### src/rtl/mouse_pkg.sv
// Shared types and defaults for the mouse-pointer sprite overlay path.
// Latency: n/a (declarations only).
// Backpressure: n/a.
package mouse_pkg;

    localparam int RGB_W         = 12;
    localparam int COORD_W       = 11;
    localparam int SPRITE_ADDR_W = 10;
    localparam int SPRITE_SIZE   = 32;

    localparam logic [RGB_W-1:0] KEY_COLOR_DEF    = 12'hf0f;
    localparam int               BLINK_FRAMES_DEF = 30;

    typedef logic [RGB_W-1:0]   rgb_t;
    typedef logic [COORD_W-1:0] coord_t;

endpackage

### src/rtl/mouse_blink_timer.sv
// Frame counter producing the pointer blink phase; counts every frame_start regardless of cursor_en.
// Latency: blink_on changes on the clock edge that samples the wrapping frame_start.
// Backpressure: none; free-running on frame_start pulses.
module mouse_blink_timer #(
    parameter int FRAMES = 30
) (
    input  logic clk,
    input  logic reset_n,
    input  logic frame_start,
    output logic blink_on
);

    localparam int                CNT_W = $clog2(FRAMES + 1);
    localparam logic [CNT_W-1:0]  LAST  = CNT_W'(FRAMES - 1);

    logic [CNT_W-1:0] frame_cnt;

    // Count frames within the current phase; flip the phase when the count wraps.
    always_ff @(posedge clk or negedge reset_n) begin
        if (!reset_n) begin
            frame_cnt <= '0;
            blink_on  <= 1'b1;
        end else if (frame_start) begin
            if (frame_cnt == LAST) begin
                frame_cnt <= '0;
                blink_on  <= ~blink_on;
            end else begin
                frame_cnt <= frame_cnt + 1'b1;
            end
        end
    end

endmodule

### src/rtl/mouse_sprite_reader.sv
// Mouse-pointer overlay: sprite RAM read address, chroma-key test, pointer mix over the pixel stream.
// Latency: fixed 3 clk from x/y/si_rgb to so_rgb/hit; ram_addr_r 1 clk after x/y.
// Backpressure: none; accepts one pixel per clock, never stalls. Optional blink: MOUSE_BLINK_EN.
module mouse_sprite_reader
    import mouse_pkg::*;
#(
    parameter int                    DATA_WIDTH   = RGB_W,
    parameter int                    ADDR_WIDTH   = SPRITE_ADDR_W,
    parameter int                    COORD_WIDTH  = COORD_W,
    parameter logic [DATA_WIDTH-1:0] KEY_COLOR    = KEY_COLOR_DEF,
    parameter int                    BLINK_FRAMES = BLINK_FRAMES_DEF
) (
    input  logic                   clk,
    input  logic                   reset_n,
    input  logic                   frame_start,
    input  logic [COORD_WIDTH-1:0] x,
    input  logic [COORD_WIDTH-1:0] y,
    input  logic [DATA_WIDTH-1:0]  si_rgb,
    input  logic [COORD_WIDTH-1:0] mouse_x,
    input  logic [COORD_WIDTH-1:0] mouse_y,
    input  logic                   cursor_en,
    output logic [ADDR_WIDTH-1:0]  ram_addr_r,
    input  logic [DATA_WIDTH-1:0]  ram_dout,
    output logic [DATA_WIDTH-1:0]  so_rgb,
    output logic                   hit
);

    // Sprite is square: half the address bits index the column, half the row.
    localparam int SIDE_W = ADDR_WIDTH / 2;

    if ((ADDR_WIDTH % 2) != 0 || BLINK_FRAMES < 1) begin : g_bad_cfg
        $error("mouse_sprite_reader: ADDR_WIDTH must be even and BLINK_FRAMES >= 1");
    end

    // Pointer position and visibility, frozen for a whole frame.
    logic [COORD_WIDTH-1:0] pos_x;
    logic [COORD_WIDTH-1:0] pos_y;
    logic                   en_q;
    logic                   vis_next;

`ifdef MOUSE_BLINK_EN
    logic blink_on;

    mouse_blink_timer #(
        .FRAMES      (BLINK_FRAMES)
    ) u_blink (
        .clk         (clk),
        .reset_n     (reset_n),
        .frame_start (frame_start),
        .blink_on    (blink_on)
    );

    // Phase is sampled alongside cursor_en so the pointer cannot appear or vanish mid-frame.
    assign vis_next = cursor_en & blink_on;
`else
    assign vis_next = cursor_en;
`endif

    // Offsets from the pointer corner, one extra bit so pixels left/above the pointer go "negative".
    logic [COORD_WIDTH:0] dx;
    logic [COORD_WIDTH:0] dy;
    logic                 in_spr;

    assign dx = {1'b0, x} - {1'b0, pos_x};
    assign dy = {1'b0, y} - {1'b0, pos_y};

    // Inside iff every bit above the texel index is clear: rejects negative and >= sprite side in one
    // test, and never wraps past the screen edge.
    assign in_spr = en_q
                  & (dx[COORD_WIDTH:SIDE_W] == '0)
                  & (dy[COORD_WIDTH:SIDE_W] == '0);

    // Pipeline state.
    logic                  in_d1;
    logic                  in_d2;
    logic [DATA_WIDTH-1:0] rgb_d1;
    logic [DATA_WIDTH-1:0] rgb_d2;
    logic                  opaque;

    assign opaque = in_d2 & (ram_dout != KEY_COLOR);

    // Latch pointer position/visibility at frame start; the pixel sharing that cycle still sees the old values.
    always_ff @(posedge clk or negedge reset_n) begin
        if (!reset_n) begin
            pos_x <= '0;
            pos_y <= '0;
            en_q  <= 1'b0;
        end else if (frame_start) begin
            pos_x <= mouse_x;
            pos_y <= mouse_y;
            en_q  <= vis_next;
        end
    end

    // Stage 1: issue the texel read and carry region flag and background alongside.
    always_ff @(posedge clk or negedge reset_n) begin
        if (!reset_n) begin
            ram_addr_r <= '0;
            in_d1      <= 1'b0;
            rgb_d1     <= '0;
        end else begin
            ram_addr_r <= {dy[SIDE_W-1:0], dx[SIDE_W-1:0]};
            in_d1      <= in_spr;
            rgb_d1     <= si_rgb;
        end
    end

    // Stage 2: wait out the registered RAM read.
    always_ff @(posedge clk or negedge reset_n) begin
        if (!reset_n) begin
            in_d2  <= 1'b0;
            rgb_d2 <= '0;
        end else begin
            in_d2  <= in_d1;
            rgb_d2 <= rgb_d1;
        end
    end

    // Stage 3: key out transparent texels and mix the pointer over the background.
    always_ff @(posedge clk or negedge reset_n) begin
        if (!reset_n) begin
            so_rgb <= '0;
            hit    <= 1'b0;
        end else begin
            so_rgb <= opaque ? ram_dout : rgb_d2;
            hit    <= opaque;
        end
    end

endmodule
### config.mk
export PLATFORM = sky130hd
export DESIGN_NAME = mouse_sprite_reader
export DESIGN_NICKNAME = d
export VERILOG_FILES = /design/src/rtl/mouse_pkg.sv /design/src/rtl/mouse_blink_timer.sv /design/src/rtl/mouse_sprite_reader.sv
export SDC_FILE = /design/constraint.sdc
export NUM_CORES = 1
export LEC_CHECK = 0
export ABC_AREA = 1
export CORE_ASPECT_RATIO = 0.9
export CORE_MARGIN = 3
export CORE_UTILIZATION = 32
export CTS_CLUSTER_DIAMETER = 120
export CTS_CLUSTER_SIZE = 8
export DETAILED_ROUTE_END_ITERATION = 6
export GPL_ROUTABILITY_DRIVEN = 0
export GPL_TIMING_DRIVEN = 0
export MAX_ROUTING_LAYER = met4
export SYNTH_ARGS = -nofsm -noshare
export SYNTH_HDL_FRONTEND = slang
export SYNTH_SLANG_ARGS = --single-unit
### constraint.sdc
create_clock -name clk -period 2.4 [get_ports clk]
set_input_delay 0.24 -clock clk [delete_from_list [all_inputs] [get_ports clk]]
set_output_delay 0.24 -clock clk [all_outputs]
set_load 0.005 [all_outputs]
# Word level (Yosys, flattened, before mapping)
# Cells that the tools add are included.
[op_classes]
muxes = 1
reduce_logical = 2
addsub = 2
eq_ne = 1
bitwise = 3
[ops]
columns = ["cell", "count"]
rows = [
  ["subtractor 11 x 11 -> 12 bit", 2],
  ["logical NOT 7 bit", 2],
  ["two-way mux 12 bit", 1],
  ["!= test 12 bit, second input constant", 1],
  ["AND 1 bit", 3],
]
[word_totals]
elab_cells = 19
in_bits = 72
out_inout_bits = 23
reg_bits = 72

# Depth between registers and ports, before layout
# Gate-level depths: netlist (run 1).
[logic_depth]
word_depth = 4
ltp_mapped = 14
depth_no_buf = 14

# Least setup slack after synthesis (run 1)
# No wires, ideal clock.
[synth_timing]
kind = "reg2reg"
start = "register pos_y[0]"
end = "register in_d1"
n_path_buf = 0
setup_time_ps = 71
stages_incl_launch_ff = 12
arrival_time_ps = 1650
path_slack_ps = 679
required_time_ps = 2329
synth_period_minus_slack_ps = 1721
path_cell_list = "dfrtp_1 -> ha_1 -> fa_1 -> nor2_2 -> nand2_1 -> nand4_1 -> nand2_1 -> nor2_1 -> nand2_1 -> nor2_1 -> nand3_1 -> nor2_1"
[synth_between]
elab_chain_len = 3
[synth_lines]
columns = ["item", "line_no", "text"]
rows = [
  ["start: declaration", "mouse_sprite_reader.sv:37", "logic [COORD_WIDTH-1:0] pos_y;"],
  ["start signal: assignment", "mouse_sprite_reader.sv:90", "pos_y <= mouse_y;"],
  ["subtractor 11 x 11 -> 12 bit", "mouse_sprite_reader.sv:65", "assign dy = {1'b0, y} - {1'b0, pos_y};"],
  ["logical NOT 7 bit", "mouse_sprite_reader.sv:71", "& (dy[COORD_WIDTH:SIDE_W] == '0);"],
  ["AND 1 bit", "mouse_sprite_reader.sv:71", ""],
  ["net in_spr", "mouse_sprite_reader.sv:62", "logic in_spr;"],
  ["end signal: assignment", "mouse_sprite_reader.sv:103", "in_d1 <= in_spr;"],
  ["end: declaration", "mouse_sprite_reader.sv:74", "logic in_d1;"],
]
# The timed path passes the listed nets, and every way through them passes these cells.
# A chain may end at the register's enable or synchronous reset.

# Worst setup path in the final report (run 1)
[layout_timing]
start = "input port y[0]"
end = "register in_d1"
[layout_between]
elab_chain_len = 3
[layout_lines]
columns = ["item", "line_no", "text"]
rows = [
  ["start: declaration", "mouse_sprite_reader.sv:17", "input logic [COORD_WIDTH-1:0] y,"],
  ["subtractor 11 x 11 -> 12 bit", "mouse_sprite_reader.sv:65", ""],
  ["logical NOT 7 bit", "mouse_sprite_reader.sv:71", ""],
  ["AND 1 bit", "mouse_sprite_reader.sv:71", ""],
  ["net in_spr", "mouse_sprite_reader.sv:62", ""],
]
# The timed path passes the listed nets, and every way through them passes these cells.

==> metrics.txt, run 1 <==
I/O pin count 95; clock latency on the worst-skew pair 340 ps; required time worst endpoint 2660 ps; # nets final 613; CTS sink cnt 72; Commonest cells post-synth nand2_1, dfrtp_1, inv_1; Buffers on Ports 93; R2R setup slack 400 ps; Placed Area 0.00464 mm2; Die H 106 um; Initial Utilization 33.7%; GRT Util Overall 14.3%; minimum clock period 2010 ps; Worst VDD drop 0.317 mV; Syn Nets 507; syn_area_per_cell 8.57 um2; most frequent cell after synthesis nand2_1; total of fill cells in the finished design 1,030; Post-Syn Area 0.00352 mm2; largest net degree at the start of global routing 73; HPWL after DPL 6190 um; Slew Viols, Final 0; DRT iter0 DRCs 161; Core Area 0.0105 mm2; final setup violation count 0; drt drc 0; total negative slack 0 ps; worst setup path category input port to flip-flop; row count 35; TritonCTS clock tree built; Final Skew 8.15 ps; Post-synth EDFFs 0; FMAX 499 MHz; Max Cap Viol 0; cts bufs inserted 9; DR vias/cell 4.45; crit path DAT 2260 ps; H-tree depth 3; number of global-route vias before repair 2,968; Synth Instances 411; Die X 117 um; area share of the largest cell type after synthesis 51.1%; clock transition at the registers of the reported paths 60 ps; Hold Fails Final Rpt 0; DP Cell Count 634; Pleak 2.48 nW; die area 0.0123 mm2; worst slew pin tran 516 ps; ys flop type dfrtp_1; fin crit share 83.5%; status finished, final reports clean; flops & latches, synth 72; maximum root-to-sink buffer count 2; Area growth, synth to finish 40.6%; post-route insts no fill 651; Post-CTS Resized 0; Ant. Diodes 0; Slew headroom 65.6%; crit path launch type input port; vias 2,899; total gr overflow 0; RSZ-0062 raised after global routing no; Pre-antenna DRT Iters 4; WL per Instance 12.3 um; first-pass GRT wire length 13,400 um; min-delay worst type flip-flop to flip-flop; top post-synthesis cells by area dfrtp_1, nand2_1, ha_1; layout cell share with drive strength beyond 1 7.09%; crit end category flip-flop; Cell variety after synth 26; Async S/R FF share, synth 100%; Routed WL 8040 um; clock root buffer clkbuf_16; Final Cell Area 0.00495 mm2; Yosys top cell by area dfrtp_1; Max FO, Critical Path 3; Antenna Nets Post-Route 0; Tot Pwr 0.00346 W; sequential share of the synthesized area 51.1%; initial antenna violation count 0; synth warn 0; power density over cell area 699 mW/mm2
[per-layer routing]
| metal | global-route usage [%] | part of all wire, % |
|---|---|---|
| met3 | 3.56 | 6.2 |
| met1 | 17.7 | 47 |
| met5 | - | 0 |
| met4 | 5.41 | 1.4 |
| met2 | 22.6 | 46 |
[report_power, final]
part	switching, W	internal, W	leakage, nW	total (W)
Combinational	0.000375	0.000378	1.47	0.000753
Sequential	0.0000308	0.00132	0.856	0.00135
Clock	0.000544	0.000815	0.150	0.00136
Total	0.000950	0.00251	2.48	0.00346
[per-stage QoR]
| stage | setup slack, ps | hold WS (ps) | utilization [%] |
|---|---|---|---|
| final | 395 | 338 | 47.3 |
| after global routing | 166 | 329 | 47.3 |
| after CTS | 381 | 329 | 47.3 |
| after detailed placement | 29.0 | 283 | 44.3 |
| after global placement | -1400 | 331 | 44.1 |
| after floorplan | 679 | -55.6 | - |
[area by class of cell]
type | count | area (um2) | share of cell area (%)
timing repair buffer | 95 | 966 | 19.5
inverter | 73 | 274 | 5.53
tap | 129 | 161 | 3.26
buffer | 7 | 28.8 | 0.581
clock buffer | 9 | 225 | 4.55
clock inverter | 7 | 78.8 | 1.59
sequential | 72 | 1800 | 36.4
multi-input combinational | 259 | 1420 | 28.6
[cell usage in the layout (no fill, tap or decap)]
master,Yosys,final
buf_16,0,1
dfrtp_1,72,72
o21bai_1,3,3
inv_6,0,2
or2_4,1,1
nand3_1,18,18
mux2_2,3,3
buf_4,0,1
a21oi_1,8,8
a21oi_2,1,1
nand2_2,6,6
nor2_1,20,20
clkbuf_1,5,5
a31oi_1,4,4
clkinv_2,0,1
fa_1,2,2
bufinv_16,0,1
xor2_1,4,4
nor3_1,2,2
clkbuf_16,0,9
buf_2,2,2
dlygate4sd3_1,0,1
clkdlybuf4s50_1,0,92
a21o_1,2,2
nor2_2,3,3
nand3_2,2,2
ha_1,22,22
inv_1,72,72
o21ai_0,30,30
nand4_1,4,4
nor4_1,3,3
inv_2,1,1
xnor2_1,3,3
clkinv_4,0,3
nand2_1,118,118
[registers in the layout (all words and copies together), names as in the netlist]
name / count
en_q: 1
pos_x: 11
hit: 1
rgb_d2: 12
rgb_d1: 12
pos_y: 11
in_d2: 1
in_d1: 1
so_rgb: 12
ram_addr_r: 10
[critical path, cell delays in order]
cell and delay [ps]:
clkdlybuf4s50_1 450, inv_1 40, ha_1 230, fa_1 440, nor2_2 180, nand2_1 90, nand4_1 70, nand2_1 50
nor2_1 100, nand2_1 50, nor2_1 100, nand3_1 90, nor2_1 120
[final timing paths]
path                            from  cells past startpoint       endpoint
max                             y[0]                     13          in_d1
min                        rgb_d1[0]                      0      rgb_d2[0]
max reg2reg                 pos_y[0]                     11          in_d1
min reg2reg                rgb_d1[0]                      0      rgb_d2[0]
max in group asynchronous    reset_n                      3  ram_addr_r[8]
min in group asynchronous    reset_n                      3     rgb_d2[11]
[cells by family after synthesis]
kind of cell	count (synthesis)	share of synthesized area [%]
flip-flops	72	51.1
AND/OR/NAND/NOR	177	21.2
AO/OA/AOI/OAI	48	7.42
buffers and inverters	80	8.59
XOR/XNOR	7	1.74
adder cells (fa/ha/maj)	24	8.95
multiplexers	3	0.959
[timing repair]
item	CTS	global route
hold buffers	1	0
buffers inserted	0	0
endpoints found under the hold margin	72	0
No activity file was read; power rests on OpenSTA's default activity.
==> run 2, diff against run 1 <==
Clock period 2.4 ns to 2 ns, I/O delays scaled along.
==> run 2 against run 1 <==
Hold slack got worse by 36 ps. Design area grew 1.3%. Combinational power increased by 23%. First-iteration DRC count decreased by 9.9%. Final cell count is 0.46% higher. Wire length rose by 0.26%. Sequential share of layout area shrank 0.47 points. Clock power is 20% higher. Highest routed layer unchanged.
==> metrics.txt, run 2 (synthesis gave the netlist of run 1 again) <==
status finished, final reports clean; most common cell after layout, fill and taps aside nand2_1; part of the power in the clock network 39.0%; DRT iter0 DRCs 145; crit path launch type flip-flop; TritonCTS clock tree built; fraction of power consumed by combinational cells 22.2%; Die H 106 um; minimum clock period 1850 ps; drt drc 0; clock root buffer clkbuf_16; RSZ-0062 raised after global routing yes; most frequent cells in the layout nand2_1, clkdlybuf4s50_1, dfrtp_1; Pleak 2.49 nW; Initial Utilization 33.7%; total gr overflow 0; Antenna Nets Post-Route 0; Worst VDD drop 0.381 mV; Max FO, Critical Path 3; H-tree depth 3; Util after Layout 48.0%; layout cell share with drive strength beyond 1 9.14%; clock latency on the worst-skew pair 340 ps; Sw Share 27.5%; Hold Fails Final Rpt 0; row count 35; vias 2,899; clock transition at the registers of the reported paths 60 ps; maximum root-to-sink buffer count 2; Flop pwr share 38.8%; Pre-antenna DRT Iters 4; required time worst endpoint 2260 ps; crit path DAT 2110 ps; WL per Instance 12.3 um; fin crit share 92.7%; # nets final 616; first-pass GRT wire length 13,400 um; cts bufs inserted 9; DR vias/cell 4.43; I/O pin count 95; Sw Pwr 0.00115 W; final setup violation count 0; Slew headroom 65.6%; Slew Viols, Final 0; FF+latch area 0.00180 mm2; Routed WL 8060 um; HPWL after DPL 6190 um; initial antenna violation count 0; worst reg2reg path depth 11; min-delay worst type input port to flip-flop; Area growth, synth to finish 42.5%; GRT Util Overall 14.3%; crit end category flip-flop; power density over cell area 833 mW/mm2; FMAX 539 MHz; Min Hold Slack 302 ps; Core Area 0.0105 mm2; number of global-route vias before repair 2,968; total of fill cells in the finished design 1,029; multi-input logic area 0.00146 mm2; Final Skew 7.90 ps; Die X 117 um; Ant. Diodes 0; worst setup path category flip-flop to flip-flop; Buffers on Ports 93; CTS sink cnt 72; die area 0.0123 mm2; Pint 0.00303 W; Max Cap Viol 0; largest net degree at the start of global routing 73; Largest regs rgb_d1: 12 flops, rgb_d2: 12 flops, so_rgb: 12 flops; hold path depth 1; worst slew pin tran 516 ps
## run 2: cell count changes in the layout (fill, tap and decap cells not counted), sizes merged
cell,delta
buf,+3
## run 2: final cells by class
cell class / instances / area share [%]
Tap cell: 129 / 3.22
Multi-Input combinational cell: 259 / 29.1
Buffer: 7 / 0.573
Sequential cell: 72 / 35.9
Clock inverter: 7 / 1.57
Clock buffer: 9 / 4.49
Inverter: 73 / 5.46
Timing Repair Buffer: 98 / 19.7
## run 2: path summary, 6_finish.rpt
kind                           start       endpoint  slack (ps)
setup / recovery            pos_y[0]          in_d1         150
setup reg to reg            pos_y[0]          in_d1         150
min in group asynchronous    reset_n     rgb_d2[11]         420
hold reg to reg            rgb_d1[0]      rgb_d2[0]         340
hold / removal             si_rgb[9]      rgb_d1[9]         300
max in group asynchronous    reset_n  ram_addr_r[8]        1290
## run 2: power groups by stage
| stage | Clock (W) | Sequential (W) | Combinational [W] |
|---|---|---|---|
| finish | 0.00163 | 0.00162 | 0.000926 |
| CTS | 0.00168 | 0.00162 | 0.000919 |
| floorplan | 0 | 0.00165 | 0.000487 |
| detailed placement | 0 | 0.00165 | 0.000910 |
| global placement | 0 | 0.00165 | 0.000892 |
| global route | 0.00175 | 0.00164 | 0.00106 |
## run 2: critical path, cell delays in order, from the launching register on
cell and delay [ps]:
dfrtp_1 410, ha_4 180, fa_2 410, nor2_4 120, nand3_1 110, nand3_1 90
nand2_1 50, nand2_1 50, nand2_1 60, nor2_2 70, nand3_1 80, nor2_1 130
## run 2: repair_timing
action | 4_1_cts | 5_1_grt
buffers inserted | 0 | 3
pin swaps | 0 | 9
gates resized for setup | 1 | 11
setup endpoints to repair | 1 | 1
hold buffers | 1 | 0
endpoints found under the hold margin | 72 | 0
## run 2: metrics by stage
stage               std cells  setup TNS, ps  power [W]  setup WS, ps  cell area [um2]
finish                    654              0    0.00418           146             5020
global route              654          -5.48    0.00444         -5.48             5020
CTS                       651              0    0.00422          48.3             4960
detailed placement        634           -331    0.00256          -331             4640
global placement          633        -126720    0.00254         -1760             4620
floorplan                 411              0    0.00214           279             3520
## run 2: per-layer routing
metal / vias up / share of wire, % / GRT usage [%] / wire length (um)
li1: 1502 / - / - / -
met1: 1298 / 46 / 17.7 / 3740
met2: 86 / 46 / 22.6 / 3720
met3: 13 / 5.9 / 3.56 / 479
met4: 0 / 1.6 / 5.41 / 125
met5: - / 0 / - / 0
==> run 3, diff against run 2 <==
Settings changed: ABC_CLOCK_PERIOD_IN_PS set to 2000.
==> results of run 3 <==
Same layout as run 2: the final DEF is identical, and so are final timing and power.
==> RTL change 1 (config.mk and constraints of run 2) <==
Change the package constant `SPRITE_ADDR_W` from 10 to 12.
--- a/src/rtl/mouse_pkg.sv
+++ b/src/rtl/mouse_pkg.sv
@@ -5,7 +5,7 @@
 
     localparam int RGB_W         = 12;
     localparam int COORD_W       = 11;
-    localparam int SPRITE_ADDR_W = 10;
+    localparam int SPRITE_ADDR_W = 12;
     localparam int SPRITE_SIZE   = 32;
 
     localparam logic [RGB_W-1:0] KEY_COLOR_DEF    = 12'hf0f;
Interface: changed (resized ram_addr_r); port bits go from 95 to 97. No check against the original RTL was run, so the function may have changed too.
==> RTL change 1 against run 2 <==
  * Total power down 0.43%
  * Sequential cell count up 2
  * Combinational power about the same
  * Global-route usage down 0.22 points
  * Core utilization down 1.4 points
  * Critical endpoint unchanged
  * Count of clock-buffer cells in the layout up 2
  * Area after synthesis up 1.7%
  * Clock power down 4%
  * Hold slack better by 11 ps
  * Cell area up 0.62%
  * Highest routed layer unchanged
  * Worst setup slack better by 5.3 ps
  * Wire length up 1.6%
  * Fmax up 0.29%
==> RTL change 1: results (changes against run 2) <==
| Metric | Value |
|---|---|
| Status | `finished clean` |
| R2r worst-path depth | `12 (+1)` |
| Share of layout cells above drive strength 1 | `0.0467 (-0.0447)` |
| Layout fillers | `1052 (+2.2%)` |
| Routed len/inst | `11.9 µm (-3.3%)` |
| Clock network power | `1.56 mW (-4%)` |
| Sw frac | `0.262 (-0.0133)` |
| Met3 Use GR | `0.0426 (+0.00696)` |
| Power per cell area | `824 mW/mm² (-1.1%)` |
| Met2 Track Usage GR | `0.211 (-0.0151)` |
| GR Util met1 | `0.187 (+0.0105)` |
| Synth cell types | `23 (-12%)` |
| Nets@finish | `627 (+1.8%)` |
| Port Buffer Count | `95 (+2.2%)` |
| Reg2reg setup slack | `150 ps` |
| Hold buffers post-CTS | `1 (unchanged)` |
| Leak | `2.52 nW (+1.1%)` |
| DP Area | `0.00475 mm² (+2.3%)` |
| WP data arrival | `between 2000 and 2500 ps` |
| Syn_area_per_cell | `8.47 µm² (-1.2%)` |
| DR iter-0 viols | `206 (+42%)` |
| Wl on met1 | `4.07 mm (+9.0%)` |
| Final WL | `8.19 mm (+1.6%)` |
| Slew headroom | `0.649 (-0.00661)` |
| Synthesized net count | `519 (+2.4%)` |
| Number of global-route vias before repair | `2953 (-0.51%)` |
| Metal3 WL | `425 µm (-11%)` |
| Total track usage | `0.141 (-0.00220)` |
| Switch Pwr | `1.09 mW (-5.2%)` |
| Fin crit share | `0.924 (-0.00266)` |
| Crit path largest cell delay | `390 ps (-20 ps)` |
| Hold EP | `rgb_d1[3]$_DFF_PN0_` |
| Half-perimeter wire length after placement | `6.30 mm (+1.7%)` |
| Place WS | `-256 ps (+74.6 ps)` |
| Crit path max-delay cell type | `fa_2` |
| Top cells by count, synth | `nand2_1, inv_1, dfrtp_1, o21ai_0, ha_1` |
| Min-delay src | `si_rgb[3]` |
| Register area share after synthesis | `0.517 (+0.00558)` |
| Vias/cell | `4.30 (-2.9%)` |
| Minimum hold slack | `313 ps (+11.0 ps)` |
| Router iterations before antenna repair | `6 (+2)` |
| Worst Path Max Fanout | `4 (+1)` |
| Post-cts resize count | `0 (-1)` |
| Synth async-reset ratio | `1.00 (unchanged)` |
| Met2 Routed Length | `3.61 mm (-2.8%)` |
| First-pass GRT wire length | `13.7 mm (+2.2%)` |
| Largest net degree at the start of global routing | `47 (-36%)` |
| Clock Skews | `6.85 ps (-1.05 ps)` |
## RTL change 1: final cells by class
cell class	instances	area share
buffer	7	0.00570
clock buffer	11	0.0461
sequential	74	0.367
clock inverter	4	0.0104
timing repair buffer	97	0.195
tap	152	0.0377
multi-input combinational	267	0.283
inverter	75	0.0557
## RTL change 1: logic make-up (layout without fill, tap and decap cells)
kind of cell / count (synthesis) / in the layout / share of synthesized area
AO/OA/AOI/OAI: 42 / 42 / 0.0601
flip-flops: 74 / 74 / 0.517
AND/OR/NAND/NOR: 188 / 188 / 0.214
multiplexers: 3 / 3 / 0.00943
buffers and inverters: 82 / 194 / 0.0866
XOR/XNOR: 10 / 10 / 0.0245
adder cells (fa/ha/maj): 24 / 24 / 0.0880
## RTL change 1: critical path, delay by kind of cell (launching register included)
kind	cells	cell delay [ps]
adder cells (fa/ha/maj)	2	550
buffers and inverters	1	90
flip-flops	1	350
AND/OR/NAND/NOR	9	780
==> RTL change 2 (config.mk and constraints of run 2) <==
Without the edit above. Register the output `ram_addr_r` once more, without a reset; this adds one clock of latency there. The other outputs are not delayed to match. Comments in the files are not updated.
--- a/src/rtl/mouse_sprite_reader.sv
+++ b/src/rtl/mouse_sprite_reader.sv
@@ -27,6 +27,8 @@
 
     // Sprite is square: half the address bits index the column, half the row.
     localparam int SIDE_W = ADDR_WIDTH / 2;
+
+    logic [ADDR_WIDTH-1:0] ram_addr_r_s0;
 
     if ((ADDR_WIDTH % 2) != 0 || BLINK_FRAMES < 1) begin : g_bad_cfg
         $error("mouse_sprite_reader: ADDR_WIDTH must be even and BLINK_FRAMES >= 1");
@@ -95,11 +97,11 @@
     // Stage 1: issue the texel read and carry region flag and background alongside.
     always_ff @(posedge clk or negedge reset_n) begin
         if (!reset_n) begin
-            ram_addr_r <= '0;
+            ram_addr_r_s0 <= '0;
             in_d1      <= 1'b0;
             rgb_d1     <= '0;
         end else begin
-            ram_addr_r <= {dy[SIDE_W-1:0], dx[SIDE_W-1:0]};
+            ram_addr_r_s0 <= {dy[SIDE_W-1:0], dx[SIDE_W-1:0]};
             in_d1      <= in_spr;
             rgb_d1     <= si_rgb;
         end
@@ -127,4 +129,8 @@
         end
     end
 
+    always_ff @(posedge clk) begin
+        ram_addr_r <= ram_addr_r_s0;
+    end
+
 endmodule
Formal check against the unedited RTL: not equivalent (a bounded check fails within 4 cycles, from zero or initial values and one cycle with reset_n low).
==> RTL change 2 against run 2 <==
  * Sequential cell count grew 10
  * Count of clock-buffer cells in the layout is 2 higher
  * Critical path type unchanged
  * Area after synthesis increased by 5.7%
  * Wire length is 0.77% higher
  * Cell area up 2.8%
  * Clock power is 9% lower
  * Critical path depth unchanged
  * Worst setup slack better by 37 ps
  * Total power rose by 2.3%
==> RTL change 2: results (changes against run 2) <==
| Metric | Value |
|---|---|
| Router iterations before antenna repair | `4 (unchanged)` |
| Crit path largest cell delay | `380 ps (-30 ps)` |
| Clock Skews | `8.49 ps (+0.586 ps)` |
| # diodes | `0 (unchanged)` |
| Layout fillers | `1102 (+7.1%)` |
| Vias | `2973 (+2.6%)` |
| Number of global-route vias before repair | `2851 (-3.9%)` |
| Least-Margin Pin Slew | `506 ps (-9.96 ps)` |
| Synth cell types | `27 (+3.8%)` |
| Nets@finish | `623 (+1.1%)` |
| Final WL | `8.12 mm (+0.77%)` |
| Inst Count DP | `667 (+5.2%)` |
| Largest regs | `rgb_d1: 12 flops, rgb_d2: 12 flops, so_rgb: 12 flops` |
| Port Buffer Count | `93 (unchanged)` |
| Synth area leaders | `dfrtp_1, nand2_1, ha_1` |
| DR iter-0 viols | `82 (-43%)` |
| Leak | `2.54 nW (+1.7%)` |
| Total track usage | `0.134 (-0.00925)` |
| Crit path max-delay cell type | `dfrtp_1` |
| Setup bufs post-CTS | `0 (unchanged)` |
| Initial antenna violation count | `0 (unchanged)` |
| Worst Path Max Fanout | `3 (unchanged)` |
| Skew-Pair Late Insertion Delay | `330 ps` |
| Worst min-delay path class | `in -> reg` |
| Routed len/inst | `11.9 µm (-3.7%)` |
| Place WS | `-343 ps (-12.0 ps)` |
| DP Area | `0.00487 mm² (+4.9%)` |
| Synthesized instance count | `421 (+2.4%)` |
| Synthesized net count | `517 (+2.0%)` |
| Share of layout cells above drive strength 1 | `0.0714 (-0.0200)` |
| Worst VDD drop | `0.354 mV (-7.3%)` |
| Post-cts resize count | `0 (-1)` |
| Register area share after synthesis | `0.538 (+0.0263)` |
| Sequential cell area | `0.00200 mm² (+11%)` |
| Synth async-reset ratio | `0.878 (-0.122)` |
| Half-perimeter wire length after placement | `6.17 mm (-0.29%)` |
| Status | `finished clean` |
| WP data arrival | `2080 ps (-30 ps)` |
| First-pass GRT wire length | `13.2 mm (-1.8%)` |
## RTL change 2: logic make-up (layout without fill, tap and decap cells)
| group | count (synthesis) | count (layout) | share of synthesized area |
|---|---|---|---|
| adders and majority gates | 24 | 24 | 0.0847 |
| xor gates and xnor gates | 7 | 7 | 0.0165 |
| and+or+nand+nor | 177 | 177 | 0.201 |
| buffers and inverters | 80 | 191 | 0.0813 |
| muxes | 3 | 3 | 0.00907 |
| DFF | 82 | 82 | 0.538 |
| AOI/OAI and AO/OA | 48 | 48 | 0.0702 |
## RTL change 2: final cells by class
class                           count  share of cell area
Buffer                              7             0.00558
Clock buffer                       11              0.0451
Clock inverter                      5             0.00655
Inverter                           73              0.0531
Multi-Input combinational cell    259               0.277
Sequential cell                    82               0.388
Tap cell                          152              0.0369
Timing Repair Buffer               95               0.187
## RTL change 2: layer usage
layer,part of all wire,up-vias,GRT usage
met5,0,-,-
met4,0.013,0,0.0442
met3,0.062,9,0.0397
met2,0.44,87,0.206
met1,0.48,1356,0.170
li1,-,1521,-
## RTL change 2: path summary, 6_finish.rpt
check	to	slack, ps	cells after the start	from
max	in_d1$_DFF_PN0_	180	11	pos_y[0]$_DFFE_PN0P_
min	rgb_d1[8]$_DFF_PN0_	300	1	si_rgb[8]
max reg2reg	in_d1$_DFF_PN0_	180	11	pos_y[0]$_DFFE_PN0P_
min reg2reg	rgb_d2[2]$_DFF_PN0_	340	0	rgb_d1[2]$_DFF_PN0_
min in group asynchronous	so_rgb[9]$_DFF_PN0_	400	3	reset_n
max in group asynchronous	so_rgb[6]$_DFF_PN0_	1270	3	reset_n
## RTL change 2: where the power goes
part | internal (mW) | switching [mW]
sequential | 1.84 | 0.0483
combinational | 0.458 | 0.455
clock | 0.839 | 0.644
